`src/rtl/hcsr04_responder_if.sv`:
```
// rtl/hcsr04_responder_if.sv - trigger/echo signal bundle between the measuring side and the emulated sensor
interface hcsr04_responder_if;
    logic       trig;
    logic [8:0] dist_cm;
    logic       echo;
    logic       busy;
    logic       short_trig;

    modport master (
        output trig,
        output dist_cm,
        input  echo,
        input  busy,
        input  short_trig
    );

    modport slave (
        input  trig,
        input  dist_cm,
        output echo,
        output busy,
        output short_trig
    );
endinterface

```
`src/rtl/hcsr04_responder.sv`:
```
// rtl/hcsr04_responder.sv - HC-SR04 ultrasonic sensor emulator: trig in, distance-scaled echo pulse out
module hcsr04_responder #(
    parameter int CLK_HZ       = 50_000_000,
    parameter int TRIG_MIN_CYC = 500,
    parameter int BURST_CYC    = 10_000,
    parameter int CYC_PER_CM   = 2_900,
    parameter int MAX_CM       = 400,
    parameter int TIMEOUT_CYC  = 1_900_000,
    parameter int HOLDOFF_CYC  = 500_000
) (
    input  logic                clk,
    input  logic                rst,
    hcsr04_responder_if.slave   bus
);

    if (CLK_HZ <= 0) begin : g_bad_clk_hz
        $error("CLK_HZ must be positive");
    end

    localparam logic [2:0] S_IDLE    = 3'd0;
    localparam logic [2:0] S_TRIG_HI = 3'd1;
    localparam logic [2:0] S_BURST   = 3'd2;
    localparam logic [2:0] S_ECHO    = 3'd3;
    localparam logic [2:0] S_HOLDOFF = 3'd4;

    localparam logic [20:0] TRIG_MIN_W = 21'(TRIG_MIN_CYC);
    localparam logic [20:0] BURST_W    = 21'(BURST_CYC);
    localparam logic [20:0] CPC_W      = 21'(CYC_PER_CM);
    localparam logic [20:0] MAX_CM_W   = 21'(MAX_CM);
    localparam logic [20:0] TIMEOUT_W  = 21'(TIMEOUT_CYC);
    localparam logic [20:0] HOLDOFF_W  = 21'(HOLDOFF_CYC);

    logic        trig_s1_q, trig_s2_q, trig_prev_q;
    logic [2:0]  state_q, state_d;
    logic [20:0] cnt_q, cnt_d;
    logic [8:0]  dist_q, dist_d;
    logic        echo_q, echo_d;
    logic        busy_q, busy_d;
    logic        short_q, short_d;

    logic        trig_rise;
    logic [20:0] dist_w;
    logic [20:0] echo_len;

    assign trig_rise = trig_s2_q & ~trig_prev_q;
    assign dist_w    = {12'd0, dist_q};
    // Out-of-range or zero distance behaves like a real sensor with no return: full timeout pulse.
    assign echo_len  = (dist_q != 9'd0 && dist_w <= MAX_CM_W) ? dist_w * CPC_W : TIMEOUT_W;

    always_comb begin
        state_d = state_q;
        cnt_d   = cnt_q;
        dist_d  = dist_q;
        short_d = 1'b0;
        case (state_q)
            S_IDLE: begin
                if (trig_rise) begin
                    state_d = S_TRIG_HI;
                    cnt_d   = 21'd1;
                end
            end
            S_TRIG_HI: begin
                if (trig_s2_q) begin
                    if (cnt_q < TRIG_MIN_W) cnt_d = cnt_q + 21'd1;
                end else if (cnt_q >= TRIG_MIN_W) begin
                    state_d = S_BURST;
                    cnt_d   = 21'd0;
                    dist_d  = bus.dist_cm;
                end else begin
                    state_d = S_IDLE;
                    cnt_d   = 21'd0;
                    short_d = 1'b1;
                end
            end
            S_BURST: begin
                if (cnt_q == BURST_W - 21'd1) begin
                    state_d = S_ECHO;
                    cnt_d   = 21'd0;
                end else begin
                    cnt_d = cnt_q + 21'd1;
                end
            end
            S_ECHO: begin
                if (cnt_q == echo_len - 21'd1) begin
                    state_d = S_HOLDOFF;
                    cnt_d   = 21'd0;
                end else begin
                    cnt_d = cnt_q + 21'd1;
                end
            end
            S_HOLDOFF: begin
                if (cnt_q == HOLDOFF_W - 21'd1) begin
                    state_d = S_IDLE;
                    cnt_d   = 21'd0;
                end else begin
                    cnt_d = cnt_q + 21'd1;
                end
            end
            default: begin
                state_d = S_IDLE;
                cnt_d   = 21'd0;
            end
        endcase
        echo_d = (state_d == S_ECHO);
        busy_d = (state_d == S_BURST) || (state_d == S_ECHO) || (state_d == S_HOLDOFF);
    end

    always_ff @(posedge clk) begin
        if (rst) begin
            trig_s1_q   <= 1'b0;
            trig_s2_q   <= 1'b0;
            trig_prev_q <= 1'b0;
            state_q     <= S_IDLE;
            cnt_q       <= 21'd0;
            dist_q      <= 9'd0;
            echo_q      <= 1'b0;
            busy_q      <= 1'b0;
            short_q     <= 1'b0;
        end else begin
            trig_s1_q   <= bus.trig;
            trig_s2_q   <= trig_s1_q;
            trig_prev_q <= trig_s2_q;
            state_q     <= state_d;
            cnt_q       <= cnt_d;
            dist_q      <= dist_d;
            echo_q      <= echo_d;
            busy_q      <= busy_d;
            short_q     <= short_d;
        end
    end

    assign bus.echo       = echo_q;
    assign bus.busy       = busy_q;
    assign bus.short_trig = short_q;

endmodule

```
`src/flat_wrapper.sv`:
```
// flat-port wrapper written by rule: the top's interface ports become plain ports
module hcsr04_responder_flat 
#(
    parameter int CLK_HZ       = 50_000_000,
    parameter int TRIG_MIN_CYC = 500,
    parameter int BURST_CYC    = 10_000,
    parameter int CYC_PER_CM   = 2_900,
    parameter int MAX_CM       = 400,
    parameter int TIMEOUT_CYC  = 1_900_000,
    parameter int HOLDOFF_CYC  = 500_000
)
  (clk, rst, bus_trig, bus_dist_cm, bus_echo, bus_busy, bus_short_trig);
  hcsr04_responder_if bus_i ();
  input  logic clk;
  input  logic rst;
  input wire logic [$bits(bus_i.trig)-1:0] bus_trig;
  input wire logic [$bits(bus_i.dist_cm)-1:0] bus_dist_cm;
  output wire logic [$bits(bus_i.echo)-1:0] bus_echo;
  output wire logic [$bits(bus_i.busy)-1:0] bus_busy;
  output wire logic [$bits(bus_i.short_trig)-1:0] bus_short_trig;
  assign bus_i.trig = bus_trig;
  assign bus_i.dist_cm = bus_dist_cm;
  assign bus_echo = bus_i.echo;
  assign bus_busy = bus_i.busy;
  assign bus_short_trig = bus_i.short_trig;
  hcsr04_responder #(.CLK_HZ(CLK_HZ), .TRIG_MIN_CYC(TRIG_MIN_CYC), .BURST_CYC(BURST_CYC), .CYC_PER_CM(CYC_PER_CM), .MAX_CM(MAX_CM), .TIMEOUT_CYC(TIMEOUT_CYC), .HOLDOFF_CYC(HOLDOFF_CYC)) u_core (.clk(clk), .rst(rst), .bus(bus_i));
endmodule
```
`config.mk`:
```
export PLATFORM = sky130hd
export DESIGN_NAME = hcsr04_responder_flat
export DESIGN_NICKNAME = d
export VERILOG_FILES = /design/src/rtl/hcsr04_responder_if.sv /design/src/rtl/hcsr04_responder.sv /design/src/flat_wrapper.sv
export SDC_FILE = /design/constraint.sdc
export NUM_CORES = 1
export LEC_CHECK = 0
export BUFFER_PORTS_ARGS = -buffer_cell sky130_fd_sc_hd__buf_2
export CAP_MARGIN = 20
export CORE_MARGIN = 2
export CORE_UTILIZATION = 55
export DETAILED_ROUTE_END_ITERATION = 12
export PLACE_DENSITY = 0.72
export SYNTH_ARGS = -nofsm -noshare
export SYNTH_HDL_FRONTEND = slang
export SYNTH_SLANG_ARGS = --single-unit
export TNS_END_PERCENT = 20
```
`constraint.sdc`:
```
create_clock -name clk -period 17.5 [get_ports clk]
set_input_delay 1.75 -clock clk [delete_from_list [all_inputs] [get_ports clk]]
set_output_delay 1.75 -clock clk [all_outputs]
set_load 0.1 [all_outputs]
```
; Word-level counts from Yosys, hierarchy flattened
; Index checks and enable logic that the tools add are counted.
[op_classes]
n_addsub = 2
n_mul = 1
div_mod_pow = 0
order_cmp = 3
eq_ne = 12
shifts = 0
n_mux = 16
bitwise_logic = 4
reduce_logical = 8
[op_table]
columns = operator, count
row1 = $mux 21, 7
row2 = $pmux 21 s5, 1
row3 = $add 21x1->21 const B, 1
row4 = $eq 21x14->1 const B, 1
row5 = $eq 21x19->1 const B, 1
row6 = $eq 21x21->1, 1
row7 = $ge 21x9->1 const B, 1
row8 = $lt 21x9->1 const B, 1
row9 = $sub 21x1->21 const B, 1
row10 = $mul 9x10->19 const B, 1
row11 = $mux 3, 5
row12 = $pmux 3 s5, 1
row13 = $eq 3x2->1 const B, 4
row14 = $le 9x9->1 const B, 1
row15 = $reduce_bool 9->1, 1
row16 = $eq 3x3->1 const B, 2
row17 = $eq 3x1->1 const B, 1
row18 = $logic_not 3->1, 1
row19 = $ne 3x3->1 const B, 1
row20 = $not 1->1, 3
row21 = $reduce_and 3->1, 1
row22 = $reduce_or 3->1, 1
row23 = $logic_or 1x1->1, 2
row24 = $mux 2, 1
row25 = other kinds (5), 5
[word_totals]
reg_bits = 39
latch_bits = 0
ram_bits = 0
mem_bits_ro = 0
out_inout_bits = 3
word_cells = 55
mem_count = 0

; Depth between registers and ports, before layout
; Gate-level depths: netlist of the first run.
[logic_depth]
depth_word = 10
mapped_depth = 22
mapped_depth_nobuf = 19

; Least setup slack after synthesis of the first run
; OpenSTA, ideal clock, no wires.
[synth_path]
path_type = flip-flop to flip-flop
from = reg u_core.dist_q[1]
to = reg u_core.cnt_q[6]
setup_time_ns = 0.122
arrival_ns = 5.585
required_time_ns = 17.378
path_slack_ns = 11.793
stages_incl_launch_ff = 20
cell_sequence = dfxtp_1 > ha_1 > inv_1 > fa_1 > fa_1 > inv_1 > fa_1 > ha_1 > or2_2 > a21o_1 > a22oi_2 > a21boi_2 > nand3_1 > xnor2_1 > o41a_1 > or4b_1 > o31ai_2 > buf_4 > a21oi_2 > a221o_1
[synth_via]
elab_chain_len = 7
word_cells_on_any_way = 9
[synth_rtl]
columns = item, line_no
row1 = "start, declared", hcsr04_responder.sv:36  ; logic [8:0] dist_q, dist_d;
row2 = "start signal, assigned", hcsr04_responder.sv:125  ; dist_q <= dist_d;
row3 = "parallel branches: the longest is 2 deep, another holds $mul 9x10->19", --
row4 = $mux 21 *, hcsr04_responder.sv:48  ; assign echo_len = (dist_q != 9'd0 && dist_w <= MAX_CM_W) ? dist_w * CPC_W : TIMEOUT_W;
row5 = $sub 21x1->21 *, hcsr04_responder.sv:84  ; if (cnt_q == echo_len - 21'd1) begin
row6 = $eq 21x21->1 *, hcsr04_responder.sv:84
row7 = $mux 21 *, hcsr04_responder.sv:84
row8 = $pmux 21 s5 *, hcsr04_responder.sv:55  ; case (state_q)
row9 = "end signal, assigned", hcsr04_responder.sv:124  ; cnt_q <= cnt_d;
row10 = "end, declared", hcsr04_responder.sv:35  ; logic [20:0] cnt_q, cnt_d;
; Mark *: on every way between the ends.
; A chain may end at the register's enable or synchronous reset.

; Worst setup path after layout of the first run
[layout_path]
from = reg u_core.dist_q[3]
to = reg u_core.cnt_q[6]
; The elaborated chain is that of the path after synthesis.

==> impl_results.md, run 1 <==
* WHS Path Cells at 1
* Crit path DAT at 6.44 ns
* Initial cell density of the core at 0.563
* Slew at the pin closest to its max-slew limit at 0.862 ns
* First-pass GRT wire length at 19000 µm
* Worst path max stage delay at 0.53 ns
* Via count at 4272
* Min Tclk post-route at 6.25 ns
* Detailed-route DRC error count at 0
* Hold path startpoint: u_core.trig_s1_q$_SDFF_PP0_
* Resized Gates After CTS at 0
* CTS root buf: clkbuf_8
* R2r setup slk at 11.25 ns
* First-pass DRT Iterations at 5
* CORE AREA at 8640 µm²
* Number of global-route vias before repair at 4112
* Syn Area/Cell at 8.09 µm²
* Antenna Nets Post-Route at 0
* Crit-path max FO at 21
* CTS tree: done
* Total GRT Usage at 0.235
* Synth Register Bits at 39
* Antenna Cells at 0
* GRT overflow at 0
* # rows at 34
* Maxcap violations at 0
* Max Slew Vio Count at 0
* Fin crit share at 0.357
* Reg2reg start: u_core.dist_q[3]$_SDFFE_PP0P_
* CP max-delay cell: or4b_1
* DR top layer: met4
* Area delta synth->final at 4.35%
* Final hold vios at 0
* Final net count at 681
* Post-synth ARST share at 0
* Syn Nets at 689
* Antenna violations before repair at 0
* Max VDD drop at 49.5 µV
* Routed wire length at 10900 µm
* Clock slew at reported path FFs at 0.08 ns
* Worst Hold Class: register to register
* Total clock sinks at 39
* CP Capture Type: register
* Die ar. at 9610 µm²
* Setup ws final at 11.25 ns
* Register area share after synthesis at 0.161
* Initial drt markers at 212
* Hold-fix buffers, CTS at 0
* Crit-path cells: ha_1 -> inv_1 -> fa_1 -> fa_1 -> inv_1 -> fa_1 -> ha_1 -> or2_2 -> a21o_1 -> a22oi_2 -> a21boi_2 -> nand3_1 -> xnor2_1 -> o41a_1 -> or4b_1 -> o31ai_2 -> buf_4 -> a2111oi_0 -> a221o_1
* Final setup violation count at 0
* CP Class: register to register
* Layout cell share with drive strength beyond 1 at 0.0892
* DIE HEIGHT at 98.0 µm
* DP Wirelength at 8530 µm
* Yosys warns at 0
* Die outline width at 98.0 µm
* Clock skew at 0.0132 ns
* Wire per inst at 15.5 µm
* Vias per cell at 6.09
* Worst reg2reg endpoint: u_core.cnt_q[6]$_SDFFE_PP0P_
* Largest net degree at the start of global routing at 41
* Yosys cell types at 77
* CTS max path bufs at 2
* Post-CTS Setup Bufs at 0
* Pwr Total at 0.174 mW
* Metal2 WL at 4980 µm
* CP most frequent cell: fa_1
* Num CTS Buffers at 5
* Port Buffers at 14
* Status: complete, no violations
* WL met3 at 375 µm
* PwrDens at 34.2 nW/µm²
* Cells after Synth at 601
* P_leak at 2.41 nW
* M1 WL at 5380 µm
* Primary FF master, synth: dfxtp_1
* RSZ-0062 raised after global routing: false
* Relative slew margins at 0.424
* Critical Path Source Type: register
* Required @ worst endpoint at 17.70 ns
* H-Tree Depth at 2
* Mapped cell area at 4860 µm²
* GP Congestion at 0.866
* Number of flops mapped to enable cells by yosys at 0
* Clk_lat worst skew at 0.31 ns
* Pre-CTS setup slack at 11.29 ns
* Total negative slack at 0 ns
* Worst hold path endpoint: u_core.trig_s2_q$_SDFF_PP0_
* FMAX at 0.160 GHz
* R2R cell count at 19
* IO Pins at 15
## per-layer routing
metal | global-route usage | vias to the layer above
li1 | - | 2153
met5 | 0 | -
met1 | 0.324 | 2013
met3 | 0.0308 | 15
met4 | 0.0673 | 0
met2 | 0.387 | 91
## critical path: cells and delay by family (launching register included)
family / cells / cell delay (ns)
fa+ha+maj: 5 / 2.16
flops: 1 / 0.46
xor+xnor: 1 / 0.19
buf+inv: 3 / 0.44
compound gates: 7 / 1.74
simple gates: 3 / 1.13
## cell type report
type                    instances  area (µm²)
multi-input cells             479        3760
flip-flops and latches         39         781
fillers                       792        3560
inverters                      51         191
clock inverters                 3        43.8
repair buffers                 17        92.6
clock buffers                   5        68.8
well taps                     108         135
## synth_stat cells (all sizes together) (3+ instances only)
library cell   n  area share
a21o          25       0.039
a21oi         24       0.025
a221oi        14       0.025
a22o           4      0.0072
a31o           3      0.0054
a31oi          5      0.0064
and2           6      0.0077
and3          12       0.015
and4           3      0.0054
buf            6      0.0064
clkbuf        26       0.020
dfxtp         39        0.16
fa            20       0.082
ha            56        0.14
inv           51       0.039
mux2i         12       0.025
nand2         50       0.039
nand2b        14       0.018
nand3         21       0.023
nand4          9       0.012
nand4b         3      0.0054
nor2          37       0.030
nor2b          7      0.0090
nor3          14       0.015
nor3b          6       0.012
nor4           6      0.0077
o2111ai        4      0.0072
o211ai         5      0.0077
o21ai         17       0.017
o31ai          5      0.0087
or2            9       0.012
or3           15       0.020
or3b           3      0.0054
or4            3      0.0046
xnor2         20       0.040
xor2          13       0.023
## logic make-up after synthesis
kind of cell             after synthesis  synth area share
AO/OA/AOI/OAI                        133             0.204
XOR/XNOR                              33            0.0633
adder cells (fa/ha/maj)               76             0.226
buffers and inverters                 83            0.0659
flip-flops                            39             0.161
multiplexers                          14            0.0293
AND/OR/NAND/NOR                      223             0.251
## registers in the layout, indices dropped and copies added (netlist names)
| signal | cells |
|---|---|
| u_core.state_q | 3 |
| u_core.trig_s2_q | 1 |
| u_core.trig_prev_q | 1 |
| u_core.bus.short_trig | 1 |
| u_core.trig_s1_q | 1 |
| u_core.dist_q | 9 |
| u_core.bus.busy | 1 |
| u_core.cnt_q | 21 |
| u_core.bus.echo | 1 |
## cell usage in the layout, fill, tap and decap left out, types with 3 or more instances in the layout
master,count
o211ai_1,5
o31ai_1,4
nand4_1,9
nor3_1,13
nor2_1,36
a221oi_1,14
and4_1,3
fa_1,20
mux2i_1,12
a31o_2,3
clkbuf_8,5
dfxtp_1,39
nand3_1,20
a31oi_1,5
o21ai_0,16
xnor2_1,19
nor4_1,6
nand2_1,50
and2_1,6
a21oi_1,23
nand4b_1,3
and3_1,12
nand2b_1,14
ha_1,56
nor3b_2,3
xor2_1,13
or4_1,3
or3_1,14
a22o_1,4
nor3b_1,3
o2111ai_1,4
inv_1,51
buf_2,14
a21o_1,25
or2_2,8
nor2b_1,7
buf_4,3
## stage by stage
stage           util  hold WS (ns)  cell area [µm²]  std cells
2_1_floorplan      -         0.414             4860        601
3_3_place_gp   0.575         0.424             4960        694
3_5_place_dp   0.575         0.423             4960        694
4_1_cts        0.588         0.441             5070        702
5_1_grt        0.588         0.468             5070        702
6_report       0.588         0.437             5070        702
## worst max path at each step
stage,slack (ns),end,startpoint
floorplan,11.79,u_core.cnt_q[6]$_SDFFE_PP0P_,u_core.dist_q[1]$_SDFFE_PP0P_
detailed placement,11.29,u_core.cnt_q[6]$_SDFFE_PP0P_,u_core.dist_q[3]$_SDFFE_PP0P_
CTS,11.28,u_core.cnt_q[6]$_SDFFE_PP0P_,u_core.dist_q[3]$_SDFFE_PP0P_
global route,10.82,u_core.cnt_q[6]$_SDFFE_PP0P_,u_core.dist_q[3]$_SDFFE_PP0P_
finish,11.25,u_core.cnt_q[6]$_SDFFE_PP0P_,u_core.dist_q[3]$_SDFFE_PP0P_
global placement,11.34,u_core.cnt_q[6]$_SDFFE_PP0P_,u_core.dist_q[3]$_SDFFE_PP0P_
## where the power goes
group / internal [mW] / leakage (nW) / switching [mW] / total [mW]
logic: 0.00207 / 2.04 / 0.00388 / 0.00596
clock network: 0.0425 / 0.0581 / 0.0354 / 0.0779
registers: 0.0892 / 0.315 / 0.000476 / 0.0896
Power figures use the tool's default switching activity.
==> run 2, diff against run 1 <==
- ABC_AREA: default -> 1
- PLACE_DENSITY: 0.72 -> 0.75
- clock period: 17.5 -> 5.6 ns (I/O delays scaled with it)
==> run 2 against run 1 <==
Net effect: flip-flop and latch count is the same; hold slack worse by 0.023 ns; non-clock buffer count fell by 2; critical path type unchanged; highest routed layer unchanged.
==> impl_results.md, run 2 <==
* Clock slew at reported path FFs at 0.08 ns (about the same)
* Setup ws final at 0.441 ns (-10.81 ns)
* Area delta synth->final at 4.31% (about the same)
* Resized Gates After CTS at 0 (unchanged)
* Yosys warns at 0 (unchanged)
* Primary FF master, synth: dfxtp_1
* Largest Register: u_core.cnt_q
* Post-synth ARST share at 0 (unchanged)
* Number of global-route vias before repair at 4747 (+15%)
* H-Tree Depth at 2 (unchanged)
* Most frequent cells in the layout: nand2_1 (182), inv_1 (133), nor2_1 (69)
* CP most frequent cell: nand2_1
* Initial cell density of the core at 0.569 (+0.00569)
* GRT overflow at 0 (unchanged)
* Worst Hold Class: register to register
* Die ar. at 10400 µm² (+7.7%)
* FMAX at 0.194 GHz (+21%)
* Number of flops mapped to enable cells by yosys at 0 (unchanged)
* Crit-path max FO at 21 (unchanged)
* DIE HEIGHT at 102 µm (+3.8%)
* Hold path startpoint: u_core.trig_s1_q$_SDFF_PP0_
* RSZ-0062 raised after global routing: false
* Worst path max stage delay at 0.55 ns (+0.02 ns)
* Total clock sinks at 39 (unchanged)
* CTS max path bufs at 2 (unchanged)
* Detailed-route DRC error count at 0 (unchanged)
* Relative slew margins at 0.500 (+0.0765)
* Cells after Synth at 769 (+28%)
* Top-count cell post-synth: nand2_1
* Antenna Cells at 0 (unchanged)
* Biggest regs: u_core.cnt_q: 21 flops, u_core.dist_q: 9 flops, u_core.state_q: 3 flops
* CTS root buf: clkbuf_8
* Final net count at 860 (+26%)
* Slew at the pin closest to its max-slew limit at 0.750 ns (-0.112 ns)
* CP max-delay cell: dfxtp_1
* Pre-CTS setup slack at 0.496 ns (-10.79 ns)
* Routed wire length at 12300 µm (+13%)
* Final hold vios at 0 (unchanged)
* Filler instances at 867 (+9.5%)
* Fin crit share at 0.921 (+0.564)
* Pwr Total at 0.633 mW (+270%)
* Mapped cell area at 5260 µm² (+8.1%)
* Antenna Nets Post-Route at 0 (unchanged)
* Yosys cell types at 42 (-45%)
* Post-Layout Cell Count at 902 (+28%)
* First-pass GRT wire length at 21400 µm (+13%)
* Synth Register Bits at 39 (unchanged)
* CP endpoint: u_core.cnt_q[1]$_SDFFE_PP0P_
* Hold-fix buffers, CTS at 0 (unchanged)
* Worst reg2reg endpoint: u_core.cnt_q[1]$_SDFFE_PP0P_
* Layout cell share with drive strength beyond 1 at 0.136 (+0.0466)
* Total negative slack at 0 ns (unchanged)
* P_leak at 2.62 nW (+8.9%)
* Wire per inst at 13.6 µm (-12%)
* Required @ worst endpoint at 5.76 ns (-11.94 ns)
* Die outline width at 102 µm (+3.8%)
* Register area share after synthesis at 0.149 (-0.0120)
* Vias per cell at 5.35 (-12%)
* CORE AREA at 9240 µm² (+7.0%)
* GP Congestion at 0.922 (+6.4%)
* CTS tree: done
* Max Slew Vio Count at 0 (unchanged)
* IO Pins at 15 (unchanged)
* Min Tclk post-route at 5.16 ns (-1.09 ns)
* Initial drt markers at 281 (+33%)
* Post-synth top area cell: dfxtp_1
* Antenna violations before repair at 0 (unchanged)
* Total GRT Usage at 0.253 (+0.0181)
* Status: complete, no violations
* Max VDD drop at 122 µV (+150%)
* Reg2reg start: u_core.dist_q[4]$_SDFFE_PP0P_
* CP Class: register to register
* Synth cell count leaders: nand2_1 (182), inv_1 (133), nor2_1 (70), nand3_1 (58), ha_1 (56)
* Max reg flops at 21 (unchanged)
* Final setup violation count at 0 (unchanged)
* Clock skew at 0.00686 ns (-0.00630 ns)
* Clk_lat worst skew at 0.30 ns (about the same)
* WHS Path Cells at 2 (+1)
* Largest net degree at the start of global routing at 30 (-27%)
* R2r setup slk at 0.44 ns (-10.81 ns)
* # rows at 35 (+2.9%)
* CP startpoint: u_core.dist_q[4]$_SDFFE_PP0P_
* Num CTS Buffers at 5 (unchanged)
* Critical Path Source Type: register
* Port Buffers at 14 (unchanged)
* CP Capture Type: register
* Maxcap violations at 0 (unchanged)
* Synth area leaders: dfxtp_1 (15%), ha_1 (13%), nand2_1 (13%)
* DP Wirelength at 10000 µm (+18%)
* Final core utilization at 0.593 (+0.00571)
* R2R cell count at 28 (+9)
* Post-CTS Setup Bufs at 0 (unchanged)
* Syn Area/Cell at 6.84 µm² (-16%)
* Via count at 4826 (+13%)
* PwrDens at 116 nW/µm² (+240%)
* Cell total after placement at 894 (+29%)
* Post-synth top area share at 0.149 (-0.0120)
* Crit path DAT at 5.32 ns (-1.12 ns)
* Leading cell type in the layout, fill and taps excluded: nand2_1
* First-pass DRT Iterations at 5 (unchanged)
* Syn Nets at 857 (+24%)
[run 2: changes by cell type in the layout (fill, tap and decap cells not counted), moves of 12 or more]
cell	previous run	this run
or3_1	14	0
and3_1	12	0
inv_1	51	133
nand3_2	1	27
a221oi_1	14	0
nand2b_1	14	0
mux2i_1	12	0
xnor2_1	19	2
nand3_1	20	58
nor2_1	36	69
a21oi_2	1	20
xor2_1	13	25
nand2_1	50	182
a21o_1	25	1
[run 2: cell families after synthesis]
logic type / Yosys count / share of synthesized area
flip-flops: 39 / 0.149
AND/OR/NAND/NOR: 408 / 0.393
adder cells (fa/ha/maj): 76 / 0.209
XOR/XNOR: 27 / 0.0450
buffers and inverters: 155 / 0.125
AO/OA/AOI/OAI: 64 / 0.0783
[run 2: metrics by stage]
step	area [µm²]	hold WS (ns)
floorplan	5260	0.388
global placement	5340	0.396
detailed placement	5370	0.400
CTS	5480	0.416
global route	5480	0.437
finish	5480	0.413
[run 2: layout make-up]
class / instances / area (µm²) / share of cell area
timing repair buffer: 15 / 97.6 / 0.0178
inverter: 136 / 510 / 0.0931
sequential: 39 / 781 / 0.142
multi-input combinational: 575 / 3820 / 0.697
clock buffer: 5 / 68.8 / 0.0126
clock inverter: 3 / 43.8 / 0.00799
tap: 129 / 161 / 0.0294
[run 2: critical path: cells and delay by family (launching register included)]
kind,cells,cell delay [ns]
adder cells (fa/ha/maj),5,2.05
flip-flops,1,0.55
AO/OA/AOI/OAI,2,0.25
buffers and inverters,5,0.35
AND/OR/NAND/NOR,16,1.83
[run 2: worst min path at each step]
stage | end | slack (ns)
2_1_floorplan | u_core.trig_s2_q$_SDFF_PP0_ | 0.39
3_3_place_gp | u_core.trig_s2_q$_SDFF_PP0_ | 0.40
3_5_place_dp | u_core.trig_s2_q$_SDFF_PP0_ | 0.40
6_report | u_core.trig_s2_q$_SDFF_PP0_ | 0.41
5_1_grt | u_core.trig_s2_q$_SDFF_PP0_ | 0.44
4_1_cts | u_core.trig_s2_q$_SDFF_PP0_ | 0.42
[run 2: where the power goes]
part | total [mW] | internal [mW] | leakage, nW | switching (mW)
Sequential | 0.283 | 0.280 | 0.315 | 0.00327
Clock | 0.241 | 0.133 | 0.0581 | 0.109
Combinational | 0.109 | 0.0355 | 2.25 | 0.0732
[run 2: per-layer routing]
layer  GRT usage  vias up  wire (µm)
met5           0        -          0
met4      0.0499        0        175
met3      0.0214       18        484
met2       0.441      102       5870
met1       0.344     2253       5730
li1            -     2453          -
